File: config.mk
export PLATFORM = sky130hd
export DESIGN_NAME = exe_mem_stage_skid
export DESIGN_NICKNAME = d
export VERILOG_FILES = /design/src/rtl/exe_mem_stage_skid.sv
export SDC_FILE = /design/constraint.sdc
export NUM_CORES = 1
export LEC_CHECK = 0
export CORE_MARGIN = 5
export CORE_UTILIZATION = 40
export DETAILED_ROUTE_END_ITERATION = 8
export PLACE_DENSITY = 0.66
export SYNTH_ARGS = -nofsm -noshare
export SYNTH_HDL_FRONTEND = slang
export SYNTH_SLANG_ARGS = --single-unit
File: constraint.sdc
create_clock -name clk -period 3.5 [get_ports clk]
set_input_delay 0.35 -clock clk [delete_from_list [all_inputs] [get_ports clk]]
set_output_delay 0.35 -clock clk [all_outputs]
set_load 0.01 [all_outputs]
File: src/rtl/exe_mem_stage_skid.sv
// ---------------------------------------------------------------------------
// exe_mem_stage_skid
// EXE->MEM pipeline stage register with a valid/ready handshake on both sides.
// It carries the instruction, the control message, the ALU result and the A/B
// operands.
//
// With SKID=1 a two-entry skid buffer (main + skid) keeps o_in_ready a flop.
// Back-pressure from MEM therefore never reaches EXE combinationally.
// With SKID=0 the stage holds a single entry, and o_in_ready is combinational.
//
// i_flush squashes every held entry synchronously. A saturating counter
// counts the cycles in which MEM stalls a valid output.
//
// Ports
//   clk, rst_n              clock (rising edge), asynchronous active-low reset
//   i_flush                 synchronous squash of all held entries
//   i_in_valid/o_in_ready   upstream handshake
//   i_in_instr/ctrl/alu/a/b upstream payload fields
//   o_out_valid/i_out_ready downstream handshake
//   o_out_instr/ctrl/alu/a/b registered payload of the main entry
//   o_stall_cnt             saturating count of cycles with valid & !ready
// ---------------------------------------------------------------------------
module exe_mem_stage_skid #(
  parameter int INSTR_W = 32,
  parameter int CTRL_W  = 15,
  parameter int DATA_W  = 32,
  parameter int SKID    = 1,
  parameter int STALL_W = 16
) (
  input  logic               clk,
  input  logic               rst_n,
  input  logic               i_flush,
  input  logic               i_in_valid,
  output logic               o_in_ready,
  input  logic [INSTR_W-1:0] i_in_instr,
  input  logic [CTRL_W-1:0]  i_in_ctrl,
  input  logic [DATA_W-1:0]  i_in_alu,
  input  logic [DATA_W-1:0]  i_in_a,
  input  logic [DATA_W-1:0]  i_in_b,
  output logic               o_out_valid,
  input  logic               i_out_ready,
  output logic [INSTR_W-1:0] o_out_instr,
  output logic [CTRL_W-1:0]  o_out_ctrl,
  output logic [DATA_W-1:0]  o_out_alu,
  output logic [DATA_W-1:0]  o_out_a,
  output logic [DATA_W-1:0]  o_out_b,
  output logic [STALL_W-1:0] o_stall_cnt
);

  localparam int PL_W = INSTR_W + CTRL_W + 3 * DATA_W;
  localparam logic [STALL_W-1:0] STALL_MAX = {STALL_W{1'b1}};

  typedef enum logic [1:0] {
    ST_EMPTY = 2'd0,
    ST_BUSY  = 2'd1,
    ST_FULL  = 2'd2
  } state_t;

  state_t            r_state;
  state_t            w_state_nxt;
  logic [PL_W-1:0]   r_main;
  logic [PL_W-1:0]   w_main_nxt;
  logic [PL_W-1:0]   r_skid;
  logic [PL_W-1:0]   w_skid_nxt;
  logic              r_out_valid;
  logic              r_in_ready;
  logic [STALL_W-1:0] r_stall_cnt;
  logic              w_in_ready;
  logic              w_accept;
  logic              w_dequeue;
  logic [PL_W-1:0]   w_in_pl;

  assign w_in_pl = {i_in_instr, i_in_ctrl, i_in_alu, i_in_a, i_in_b};

  // The single-entry build may take a new payload whenever the current one leaves.
  assign w_in_ready = (SKID != 0) ? r_in_ready : (i_out_ready | ~r_out_valid);
  assign w_accept   = i_in_valid & w_in_ready;
  assign w_dequeue  = r_out_valid & i_out_ready;

  assign o_in_ready  = w_in_ready;
  assign o_out_valid = r_out_valid;
  assign {o_out_instr, o_out_ctrl, o_out_alu, o_out_a, o_out_b} = r_main;
  assign o_stall_cnt = r_stall_cnt;

  // Next-state and next-payload selection; flush overrides every transfer.
  always_comb begin
    w_state_nxt = r_state;
    w_main_nxt  = r_main;
    w_skid_nxt  = r_skid;
    if (i_flush) begin
      w_state_nxt = ST_EMPTY;
      w_main_nxt  = '0;
      w_skid_nxt  = '0;
    end else begin
      case (r_state)
        ST_EMPTY: begin
          if (w_accept) begin
            w_main_nxt  = w_in_pl;
            w_state_nxt = ST_BUSY;
          end else begin
            w_state_nxt = ST_EMPTY;
          end
        end
        ST_BUSY: begin
          if (w_accept && w_dequeue) begin
            w_main_nxt = w_in_pl;
          end else if (w_accept) begin
            // Unreachable when SKID=0: in_ready there implies a dequeue.
            w_skid_nxt  = w_in_pl;
            w_state_nxt = ST_FULL;
          end else if (w_dequeue) begin
            w_state_nxt = ST_EMPTY;
          end else begin
            w_state_nxt = ST_BUSY;
          end
        end
        ST_FULL: begin
          if (w_dequeue) begin
            w_main_nxt  = r_skid;
            w_state_nxt = ST_BUSY;
          end else begin
            w_state_nxt = ST_FULL;
          end
        end
        default: begin
          w_state_nxt = ST_EMPTY;
        end
      endcase
    end
  end

  // State, payload and handshake flops; valid and ready come from the next state.
  always_ff @(posedge clk or negedge rst_n) begin
    if (!rst_n) begin
      r_state     <= ST_EMPTY;
      r_main      <= '0;
      r_skid      <= '0;
      r_out_valid <= 1'b0;
      r_in_ready  <= 1'b1;
    end else begin
      r_state     <= w_state_nxt;
      r_main      <= w_main_nxt;
      r_skid      <= w_skid_nxt;
      r_out_valid <= (w_state_nxt != ST_EMPTY);
      r_in_ready  <= (w_state_nxt != ST_FULL);
    end
  end

  // Saturating stall counter; flush deliberately leaves it alone.
  always_ff @(posedge clk or negedge rst_n) begin
    if (!rst_n) begin
      r_stall_cnt <= '0;
    end else if (r_out_valid && !i_out_ready && (r_stall_cnt != STALL_MAX)) begin
      r_stall_cnt <= r_stall_cnt + STALL_W'(1);
    end else begin
      r_stall_cnt <= r_stall_cnt;
    end
  end

endmodule

# Yosys cells after proc, flatten, opt, wreduce, memory -nomap -nowiden
# Cells that the tools add are included.
[totals] regBits=306 latchBits=0 mem_bits_rw=0 romBits=0 inputBits=148 output_inout_bits=161 memories=0
[classes] n_addsub=1 mul=0 div_mod_pow=0 order_cmp=0 eq_ne=8 n_shift=0 mux=15 bitwise=2 reduce_logical=11
[ops] cell="143-bit two-way mux" n=7
[ops] cell="143-bit one-hot mux with 3 select lines" n=1
[ops] cell="16-bit by 1-bit adder with 16-bit output (second input constant)" n=1
[ops] cell="16-bit inequality test (second input constant)" n=1
[ops] cell="3-bit inequality test (second input constant)" n=3
[ops] cell="2-bit two-way mux" n=4
[ops] cell="2-bit one-hot mux with 3 select lines" n=1
[ops] cell="2-bit nonzero test" n=3
[ops] cell="2-bit inequality test (second input constant)" n=2
[ops] cell="4-bit AND reduction" n=1
[ops] cell="4-bit nonzero test" n=1
[ops] cell="1-bit logical AND" n=3
[ops] cell="3-bit AND reduction" n=1
[ops] cell="1-bit AND" n=2
[ops] cell="2-bit by 1-bit equality test with 1-bit output (second input constant)" n=1
[ops] cell="2-bit equality test (second input constant)" n=1
[ops] cell="2-bit logical NOT" n=1
[ops] cell="1-bit two-way mux" n=2
[ops] cell="1-bit logical NOT" n=1

# Logic depth before layout (Yosys ltp)
[logic_depth] depth_word=7 mapped_depth=8 mapped_depth_nobuf=6

# Worst setup path before layout
# OpenSTA, ideal clock, no wires.
[synth_timing] kind="reg-to-reg" start="register r_stall_cnt[0] (netlist: o_stall_cnt[0])" end="register r_stall_cnt[1] (netlist: o_stall_cnt[1])" t_arrival_ns=1.891 slack_ns=1.484 path_stages_with_launch=7 n_path_buf=1 path_cell_list="dfrtp_1 ha_1 nand4_1 or4_1 clkbuf_1 nand2_1 mux2_2"
[synth_between] elab_chain_len=2 word_cells_on_any_way=3 classes_between="add/sub: 1; eq/ne: 1; reduce/logical: 1"
[synth_lines] element="start, declared" line_no="67" rtl="logic [STALL_W-1:0] r_stall_cnt;"
[synth_lines] element="start signal, assigned" line_no="154" rtl="r_stall_cnt <= r_stall_cnt + STALL_W'(1);"
[synth_lines] element="start signal, assigned" line_no="156" rtl="r_stall_cnt <= r_stall_cnt;"
[synth_lines] element="parallel branches: the longest is 2 deep, another holds 16-bit by 1-bit adder with 16-bit output"
# Several ways; the timed one is not identified.
# A chain may end at the register's enable or synchronous reset.

# Worst setup path in the final report
[layout_timing] start="register r_state[1]" end="register r_main[128]"
[layout_between] elab_chain_len=3 word_cells_on_any_way=10 classes_between="eq/ne: 5; mux: 2; reduce/logical: 3"
[layout_lines] element="start, declared" line_no="59" rtl="state_t r_state;"
[layout_lines] element="start signal, assigned" line_no="141" rtl="r_state <= w_state_nxt;"
[layout_lines] element="2-bit by 1-bit equality test with 1-bit output (tied with other cells)" line_no="95" rtl="case (r_state)"
[layout_lines] element="3-bit inequality test (no source line) (tied with other cells)"
[layout_lines] element="4-bit AND reduction (no source line) / 143-bit two-way mux (equally long branches)"
[layout_lines] element="end signal, assigned" line_no="142" rtl="r_main <= w_main_nxt;"
[layout_lines] element="end, declared" line_no="61" rtl="logic [PL_W-1:0] r_main;"
# Parallel ways exist; a longest one is shown, timed or not.

==> key figures <==
Clock tree
  • Post-CTS Repair Setup Buffers: 0
  • CTS buffer count: 35
  • Clk_lat worst skew: approximately 0.50 ns
  • Post-CTS Hold Buffers: 1
  • CTS tree: yes
  • Clk root buf: clkbuf_16
  • Post-CTS sizing: 0
  • Clock sink count: 306
  • CTS max path bufs: 3
  • H-tree Lvls: 2
  • Clk slew on worst S/H paths: 0.06 ns

Logic synthesis
  • Main synth FF type: dfrtp_1
  • Post-synthesis sequential area ratio: 56.60%
  • Cells after Synth: around 1.4k
  • Syn_area_per_cell: 9.956 sq um
  • Synth area leaders: dfrtp_1 56%, mux2i_1 11%, nand2_1 8.2%, a211oi_1 8.0%, a21oi_1 5.4%
  • Synth Cell Area: 0.01353 sq mm
  • Post-synth top area share: 56.41%
  • Cell taking the most area after synthesis: dfrtp_1
  • Netlist cell types: 36
  • Asr flop ratio synth: 100.0%
  • Mapped Nets: ~1.5k
  • Post-synth EDFFs: 0
  • YS warnings: 0
  • Synth Register Bits: 306

Timing
  • Final hold violation count: 0
  • Max_slew headroom: 25.60%
  • Slew @ Worst Pin: 1.116 ns
  • Worst Skew: 0.01548 ns
  • Max-slew violation count: 0
  • Tmin final: roughly 2.3 ns
  • RSZ-0062 raised after global routing: false
  • Final Setup Violations: 0
  • Post-Route Setup TNS: 0 ns
  • Period utilization: 67.09%
  • Max Clk Rate: about 430 MHz

Placement
  • Dpl cells: 2022
  • Detailed placer's ending HPWL: 23160 um
  • IO buf count: 308
  • Placed inst area: roughly 0.017 sq mm
  • Routability Congestion: between 0.8 and 0.9

Cells and area
  • Post-route insts no fill: ~2.1k
  • Final-stage net count: 1765
  • Layout cell share with drive strength beyond 1: just over 5%
  • Most frequent cells in the layout: 306 x clkdlybuf4s50_1, 305 x dfrtp_1, 295 x nand2_1
  • Leading cell type in the layout, fill and taps excluded: clkdlybuf4s50_1
  • Final instance area: 0.01822 sq mm
  • Syn-to-layout area delta: 34.65%
  • Final Util: 54.47%

Worst setup path
  • Most Frequent Cell on Critical Path: buf_12
  • Critical Path RT: 3.89 ns
  • Slowest Stage Delay on Critical Path: 0.46 ns
  • CP Cell Sequence: inv_1 -> ha_1 -> a21boi_0 -> a2111oi_4 -> buf_12 -> buf_12 -> nor2_1 -> a211oi_1
  • Critical Path End Type: register
  • Buf+Inv Stages, Crit Path: 3
  • Crit Path Max Fanout: 54
  • CP Class: register to register
  • CP max stage cell: a2111oi_4
  • Kind of cell adding the most delay to the critical path: compound AO/OA/AOI/OAI gates
  • Worst setup SP type: register
  • Crit path DAT: between 2 and 3 ns

Drt
  • TritonRoute pass-1 iters: 5
  • Routed length per placed instance: between 15 and 20 um
  • Detailed Route WL: between 30000 and 40000 um
  • Vias per cell: 5.157
  • DRT iter0 DRCs: about 600
  • Post-route ant nets: 0
  • Vias: 10.77k
  • DRC: 0

Die
  • Initial Util: 40.45%
  • Die width: 193.9 um
  • Die ar.: 0.03761 sq mm
  • Die height: approximately 190 um
  • IO Count: 309
  • Core ar.: 0.03345 sq mm
  • FP Rows: between 60 and 70

Outcome
  • Status: finished clean

Min path
  • Tightest Hold Check Type: input port to register

Power and ir drop
  • Leak: about 7.3 nW
  • Peak supply drop: 298.7 uV
  • Pwr dens: 561.5 mW/mm^2

Global route
  • Pin count of the biggest net entering global routing: 146
  • Grt ovf: 0
  • First-pass GRT wire length: 58810 um
  • Initial antenna violation count: 3
  • Global Route Usage Sum: 18.58%
  • Vias in the first global route: roughly 11k

Run
  • Max Cap Viol: 0
routing by layer:
layer | part of all wire (%) | up-vias | GRT usage [%]
met5 | 0.036 | - | 0
met3 | 6.9 | 54 | 5.369
met2 | 48 | 258 | 30.02
met1 | 43 | 5245 | 24.90
met4 | 2.2 | 2 | 4.635
li1 | - | 5209 | -
through the flow:
| stage | total power [mW] | worst slack (ns) | hold slack (ns) |
|---|---|---|---|
| floorplan | 5.361 | 1.484 | 0.05441 |
| global placement | 6.593 | 0.8233 | 0.4652 |
| detailed placement | 6.634 | 0.6905 | 0.4613 |
| CTS | 10.37 | 1.099 | 0.3943 |
| global route | 10.77 | 0.9142 | 0.4026 |
| finish | 10.23 | 1.152 | 0.4139 |
report_power, final:
group	internal, mW	leakage (nW)	switching, mW	total, mW
sequential	3.94	4.11	0.261	4.20
combinational	1.15	2.60	1.19	2.35
clock	2.27	0.579	1.41	3.69
total	7.36	7.29	2.87	10.2
flip-flops by register name, indices dropped and copies added, names as in the netlist:
register     cells
r_main         143
r_skid         143
o_stall_cnt     16
r_state          2
o_in_ready       1
o_out_valid      1
cell families (layout without fill, tap and decap cells):
kind of cell             after synthesis  count (layout)  synth area share, %
AND/OR/NAND/NOR                      475             475                13.80
multiplexers                         145             145                10.75
AO/OA/AOI/OAI                        300             300                14.15
other                                  0               2                    0
adder cells (fa/ha/maj)                5               5               0.4624
buffers and inverters                116             395                3.468
flip-flops                           306             306                56.60
XOR/XNOR                              12              12               0.7768
cells in the mapped netlist (2+ instances only):
library cell	number
a211oi_1	144
a21boi_0	2
a21oi_1	145
a311oi_1	2
and3_1	4
and4_1	2
buf_1	4
buf_2	27
clkbuf_1	82
dfrtp_1	305
ha_1	5
inv_1	3
mux2_2	2
mux2i_1	143
nand2_1	295
nand3_1	8
nand4_1	9
nor2_1	147
nor3_1	3
xnor2_1	8
xor2_1	4
final timing paths:
| kind | slack, ns | end | cells past startpoint | startpoint |
|---|---|---|---|---|
| min in group asynchronous | 0.51 | r_skid[108] | 2 | rst_n |
| max in group asynchronous | 2.12 | o_stall_cnt[11] | 3 | rst_n |
| setup / recovery | 1.15 | r_main[128] | 8 | r_state[1] |
| hold / removal | 0.41 | r_skid[86] | 3 | i_in_alu[22] |
| setup reg to reg | 1.15 | r_main[128] | 8 | r_state[1] |
| hold reg to reg | 0.52 | r_skid[136] | 2 | r_skid[136] |
worst register-to-register path, stage by stage (launching register included):
cell       delay, ns
dfrtp_1         0.43
inv_1           0.09
ha_1            0.21
a21boi_0        0.16
a2111oi_4       0.46
buf_12          0.31
buf_12          0.27
nor2_1          0.08
a211oi_1        0.25
area by class of cell:
cell class | instances | area (sq um)
flip-flops and latches | 306 | 7659
repair buffers | 329 | 3390
inverters | 3 | 11.26
multi-input cells | 937 | 5418
fillers | 2897 | 15230
clock buffers | 55 | 1084
diodes | 2 | 5.005
clock inverters | 8 | 92.59
well taps | 448 | 560.5
(Power assumes the default switching activity.)
